File: config.mk
export PLATFORM = sky130hd
export DESIGN_NAME = keypad_scanner
export DESIGN_NICKNAME = d
export VERILOG_FILES = /design/src/rtl/keypad_scanner.sv
export SDC_FILE = /design/constraint.sdc
export NUM_CORES = 1
export LEC_CHECK = 0
export ABC_CLOCK_PERIOD_IN_PS = 2260
export CAP_MARGIN = 20
export CORE_MARGIN = 5
export CORE_UTILIZATION = 50
export DETAILED_ROUTE_END_ITERATION = 8
export PLACE_DENSITY_LB_ADDON = 0.2
export SLEW_MARGIN = 25
export SYNTH_ARGS = -nofsm -noshare
export SYNTH_HDL_FRONTEND = slang
export SYNTH_SLANG_ARGS = --single-unit
File: constraint.sdc
create_clock -name clock -period 2.26 [get_ports clock]
set_input_delay 0.452 -clock clock [delete_from_list [all_inputs] [get_ports clock]]
set_output_delay 0.452 -clock clock [all_outputs]
set_load 0.01 [all_outputs]
File: src/rtl/keypad_scanner.sv
// -----------------------------------------------------------------------------
// keypad_scanner
//
// Scans a 4x4 matrix keypad (1 2 3 A / 4 5 6 B / 7 8 9 C / 0 F E D). One
// column is driven low at a time and the active-low rows are read back. Each
// full pass over the four columns produces a frame result. Frame results are
// debounced, and the committed key is presented as a code, a held flag and a
// one-cycle new-press strobe.
//
// Parameters:
//   SCAN_DIV        clock cycles each column stays driven (>= 4)
//   DEBOUNCE_SCANS  consecutive identical frame results needed to commit (>= 1)
//
// Ports:
//   clock      in   system clock
//   reset      in   synchronous active-high reset
//   row[3:0]   in   keypad rows, active-low (row[0] = 1 2 3 A, row[3] = 0 F E D)
//   col[3:0]   out  column drive, active-low, one bit low (col[0] = 1 4 7 0)
//   key_val    out  committed key code, 4'hF when no key is held
//   key_held   out  high while a committed key is held
//   key_valid  out  one-cycle pulse when a new key is committed
// -----------------------------------------------------------------------------
module keypad_scanner #(
    parameter int SCAN_DIV       = 100000,
    parameter int DEBOUNCE_SCANS = 4
) (
    input  logic       clock,
    input  logic       reset,
    input  logic [3:0] row,
    output logic [3:0] col,
    output logic [3:0] key_val,
    output logic       key_held,
    output logic       key_valid
);

    localparam int SLOT_W = $clog2(SCAN_DIV);
    localparam int CNT_W  = $clog2(DEBOUNCE_SCANS + 1);
    localparam logic [SLOT_W-1:0] SLOT_LAST = SLOT_W'(SCAN_DIV - 1);
    localparam logic [CNT_W-1:0]  CNT_MAX   = CNT_W'(DEBOUNCE_SCANS);

    // Key code at a (column, row) crossing of the matrix.
    function automatic logic [3:0] key_code(input logic [1:0] c, input logic [1:0] r);
        logic [3:0] code;
        case ({c, r})
            4'b00_00: code = 4'h1;
            4'b00_01: code = 4'h4;
            4'b00_10: code = 4'h7;
            4'b00_11: code = 4'h0;
            4'b01_00: code = 4'h2;
            4'b01_01: code = 4'h5;
            4'b01_10: code = 4'h8;
            4'b01_11: code = 4'hF;
            4'b10_00: code = 4'h3;
            4'b10_01: code = 4'h6;
            4'b10_10: code = 4'h9;
            4'b10_11: code = 4'hE;
            4'b11_00: code = 4'hA;
            4'b11_01: code = 4'hB;
            4'b11_10: code = 4'hC;
            default:  code = 4'hD;
        endcase
        return code;
    endfunction

    // ---------------------------------------------------------------- state
    logic [3:0]        sync1_q, sync2_q;
    logic [SLOT_W-1:0] slot_q, slot_d;
    logic [1:0]        idx_q, idx_d;
    logic              cand_none_q, cand_none_d;
    logic [3:0]        cand_code_q, cand_code_d;
    logic [CNT_W-1:0]  cnt_q, cnt_d;
    logic [3:0]        key_val_q, key_val_d;
    logic              key_held_q, key_held_d;
    logic              key_valid_q, key_valid_d;

    logic              slot_last;
    logic              frame_end;
    logic [3:0][3:0]   frame_rows;
    logic              res_none;
    logic [3:0]        res_code;

    assign slot_last = (slot_q == SLOT_LAST);
    assign frame_end = slot_last && (idx_q == 2'd3);

    // Per-column row samples for columns 0..2. Column 3 is evaluated straight
    // from the synchronizer on the same edge that would have captured it, so
    // it needs no storage of its own.
    genvar gi;
    generate
        for (gi = 0; gi < 3; gi++) begin : gen_col
            logic [3:0] samp_q;
            always_ff @(posedge clock) begin
                if (reset) begin
                    samp_q <= 4'hF;
                end else if (slot_last && (idx_q == 2'(gi))) begin
                    samp_q <= sync2_q;
                end
            end
        end
    endgenerate

    assign frame_rows = {sync2_q, gen_col[2].samp_q, gen_col[1].samp_q, gen_col[0].samp_q};

    // First asserted position in scan order. Iterating from the last position
    // back to the first lets the earliest hit overwrite any later one.
    always_comb begin
        res_none = 1'b1;
        res_code = 4'hF;
        for (int c = 3; c >= 0; c--) begin
            for (int r = 3; r >= 0; r--) begin
                if (!frame_rows[c][r]) begin
                    res_none = 1'b0;
                    res_code = key_code(2'(c), 2'(r));
                end
            end
        end
    end

    // ------------------------------------------------------ next-state logic
    always_comb begin
        logic same;
        logic differs;

        slot_d      = slot_last ? '0 : slot_q + 1'b1;
        idx_d       = slot_last ? idx_q + 2'd1 : idx_q;
        cand_none_d = cand_none_q;
        cand_code_d = cand_code_q;
        cnt_d       = cnt_q;
        key_val_d   = key_val_q;
        key_held_d  = key_held_q;
        key_valid_d = 1'b0;
        same        = 1'b0;
        differs     = 1'b0;

        if (frame_end) begin
            same = (res_none == cand_none_q) && (res_none || (res_code == cand_code_q));
            if (same) begin
                cnt_d = (cnt_q == CNT_MAX) ? cnt_q : cnt_q + 1'b1;
            end else begin
                cand_none_d = res_none;
                cand_code_d = res_code;
                cnt_d       = CNT_W'(1);
            end

            // Committed "none" is represented by key_held low.
            if (cand_none_d) begin
                differs = key_held_q;
            end else begin
                differs = !key_held_q || (key_val_q != cand_code_d);
            end

            if ((cnt_d == CNT_MAX) && differs) begin
                if (cand_none_d) begin
                    key_val_d  = 4'hF;
                    key_held_d = 1'b0;
                end else begin
                    key_val_d   = cand_code_d;
                    key_held_d  = 1'b1;
                    key_valid_d = 1'b1;
                end
            end
        end
    end

    // ------------------------------------------------------------ registers
    always_ff @(posedge clock) begin
        if (reset) begin
            sync1_q     <= 4'hF;
            sync2_q     <= 4'hF;
            slot_q      <= '0;
            idx_q       <= 2'd0;
            cand_none_q <= 1'b1;
            cand_code_q <= 4'hF;
            cnt_q       <= '0;
            key_val_q   <= 4'hF;
            key_held_q  <= 1'b0;
            key_valid_q <= 1'b0;
        end else begin
            sync1_q     <= row;
            sync2_q     <= sync1_q;
            slot_q      <= slot_d;
            idx_q       <= idx_d;
            cand_none_q <= cand_none_d;
            cand_code_q <= cand_code_d;
            cnt_q       <= cnt_d;
            key_val_q   <= key_val_d;
            key_held_q  <= key_held_d;
            key_valid_q <= key_valid_d;
        end
    end

    assign col       = ~(4'b0001 << idx_q);
    assign key_val   = key_val_q;
    assign key_held  = key_held_q;
    assign key_valid = key_valid_q;

endmodule

==> results.cfg <==
[grt]
antenna_found_initial = 0
grt_util_all_layers = 0.2007
gr-total-overflow = 0
first_global_vias = 2214
grt_first_pass_wirelength_mm = 10.41
pin_count_of_the_biggest_net_entering_global_routing = 18

[worst_setup_path]
crit_path_end_kind = register
critical_path.startpoint_type = register
timing.reg2reg.worst_path_depth = 9
path_class = register to register
worst_case_register_to_register_setup_slack_ps = -150
cp_max_fo = 4
timing.critical_path.arrival_ps = 2620
critPathRequiredTime_ps = 2470
worstReg2RegStart = gen_col[1].samp_q[3]
regToRegEndpoint = key_val[1]

[route]
detailedRoute.firstIterationViolations = 169
final_antenna_net_count = 0
wl_mm = 6.037
number_of_drc_violations_after_detailed_routing = 0
post_drt_wl_per_cell_um = 14.27
dr.pass1.iters = 5
vias = 2269
viasPerCell = 5.364

[run_status]
violations = setup timing
outcome = complete, but fails checks

[timing]
tightest_slew_ps = 369.1
rsz0062_at_grt = true
tns_ps = -766.5
timing.final.ws_setup_ps = -153.0
timing.slew.headroom = 0.7540
final_hold_viol_count = 0
finalCriticalPeriod_ps = 2413
fin_crit_sh = 1.068
fmax_mhz = 414.4
maxSlewViolCount = 0
report.final.setup_viol = 7
finalClockSkew_ps = 5.528

[cells_and_area]
fillers = 401
layout-drive-gt1-share = 0.3003
antenna-diode-count = 0
synthToLayoutAreaGrowth_pct = 30.23
nNetsFinal = 365
final_std_cell_area_no_fill_sq_um = 3342

[clock_network]
clk_transition_reported_paths_ps = 100
clock_path_buffers = 2
holdBufCountCts = 0
clk-insertion-delay-late_ps = 310
clock_sinks = 53
clock-root-buffer = clkbuf_8
numCtsBuffers = 5
cts_max_level = 2
tritoncts = yes

[placement]
gp_congestion = 0.9220
detailed_place.area_sq_um = 3047
preCtsSetupSlack_ps = -152.4
detail_placement_hpwl_mm = 4.132
io_buffers = 15

[synth]
synthesis.instances = 296
postSynthRegisterBits = 53
yosysTopAreaCell = dfxtp_1
synth.yosys.warnings = 0
synthesis.nets = 309
post_synth_main_area_contributors = dfxtp_1 41%, nand2_1 4.8%, nor2_1 4.8%
synth_enable_flop_cells = 0
synthArstFlopShare = 0
synth.yosys.seq_area_share = 0.4135
syn-cell-area_sq_um = 2566
post_synth.cell_area_avg_sq_um = 8.670
synthDistinctLibCells = 51
synth_ff_type = dfxtp_1
post-synth-top-area-fraction = 0.4135

[die]
floorplan.die_area_sq_um = 6665
die_w_um = 81.64
starting_density_of_the_core = 0.5089
die_h_um = 81.64
core_area_sq_um = 5042
rows = 26
ios = 16

[min_path]
holdCritStartpoint = sync1_q[2]
min_path_cells = 1
hold_class = register to register
whs_endpoint = sync2_q[2]

[power]
leakage_power_summed_over_all_cells_nw = 1.390
power.ir.vdd_worst_uv = 384.9
power.density_cell_area_nw_per_um2 = 490.8

[job]
max-cap-violations = 0
-- metal layers --
layer	vias up	global-route usage	routed length (um)
met1	1075	0.2645	2799
met3	9	0.03180	228
met5	-	0	0
li1	1132	-	-
met4	0	0.06977	100
met2	53	0.3331	2909
-- sequential cells by signal (all words and copies together), names as in the netlist --
name / cells
idx_q: 2
sync2_q: 4
sync1_q: 4
key_valid: 1
cnt_q: 3
key_held: 1
key_val: 4
cand_code_q: 4
slot_q: 17
cand_none_q: 1
gen_col.samp_q: 12
-- how the worst max path moves through the flow --
stage	from	endpoint	slack [ps]	cells past startpoint
3_5_place_dp	gen_col[1].samp_q[1]	key_val[1]	-150	8
5_1_grt	gen_col[1].samp_q[3]	key_held	-310	8
4_1_cts	sync2_q[2]	key_held	-100	8
6_report	gen_col[1].samp_q[3]	key_val[1]	-150	9
2_1_floorplan	sync2_q[1]	key_held	-70	8
3_3_place_gp	gen_col[2].samp_q[2]	key_val[1]	-110	9
-- Yosys cell counts (5+ instances only) --
| cell type | number |
|---|---|
| dfxtp_1 | 53 |
| nand2_1 | 33 |
| nor2_1 | 33 |
| inv_1 | 22 |
| xor2_1 | 12 |
| clkbuf_1 | 11 |
| or2_2 | 11 |
| nand3_1 | 10 |
| mux2i_1 | 9 |
| nand4_1 | 9 |
| o211ai_1 | 9 |
| o21ai_0 | 8 |
| and2_1 | 7 |
| ha_1 | 7 |
| xnor2_1 | 7 |
| a21oi_1 | 5 |
| nor3_1 | 5 |
-- report_power, final --
group / switching, W / internal, W
logic: 0.0000744 / 0.0000730
clock network: 0.000323 / 0.000220
registers: 0.00000813 / 0.000941
-- critical path, cell delays in order, from the launching register on --
cell and delay [ps]:
dfxtp_2 360, buf_6 120, a311o_1 370, buf_4 150
a31oi_4 190, xnor2_2 140, o2111ai_2 160, o41ai_4 390
a2111oi_4 100, o32a_2 330
-- kinds of logic after synthesis --
| kind of cell | count (synthesis) | synth area share |
|---|---|---|
| buffers and inverters | 35 | 0.05168 |
| DFF | 53 | 0.4135 |
| adders and majority gates | 7 | 0.03413 |
| AOI/OAI and AO/OA | 46 | 0.1414 |
| muxes | 10 | 0.03949 |
| and+or+nand+nor | 125 | 0.2487 |
| xor gates and xnor gates | 20 | 0.07119 |
-- final cells by class --
cell class	instances	area, sq um	share of cell area
repair buffers	61	506.7	0.1516
multi-input cells	208	1486	0.4448
clock buffers	5	68.82	0.02059
flip-flops and latches	53	1085	0.3246
inverters	23	86.33	0.02583
well taps	70	87.58	0.02621
clock inverters	3	21.27	0.006365
-- stage by stage --
stage	hold slack [ps]	power (W)	std cells	utilization
5_1_grt	434.4	0.001705	423	0.6628
3_5_place_dp	394.2	0.001097	406	0.6042
2_1_floorplan	389.4	0.001040	296	-
6_report	414.3	0.001640	423	0.6628
4_1_cts	420.5	0.001650	422	0.6499
3_3_place_gp	393.5	0.001096	406	0.6042
-- cell usage in the layout, fill, tap and decap left out, types with 4 or more instances in the layout --
cell             netlist  routed
buf_4                  0      43
dfxtp_1               53      40
nor2_1                33      33
nand2_1               33      31
inv_1                 22      21
clkdlybuf4s50_1        0      15
xor2_1                12      12
or2_2                 11      11
dfxtp_2                0      10
nand4_1                9       9
o211ai_1               9       9
mux2i_1                9       9
nand3_1               10       8
and2_1                 7       7
ha_1                   7       7
xnor2_1                7       6
a21oi_1                5       5
o21ai_0                8       5
clkbuf_8               0       5
nor3_1                 5       4
-- timing repair --
action	4_1_cts	5_1_grt
resized for setup	23	12
setup endpoints to repair	6	7
pin swaps	17	8
setup buffers	8	1
Power figures use the tool's default switching activity.
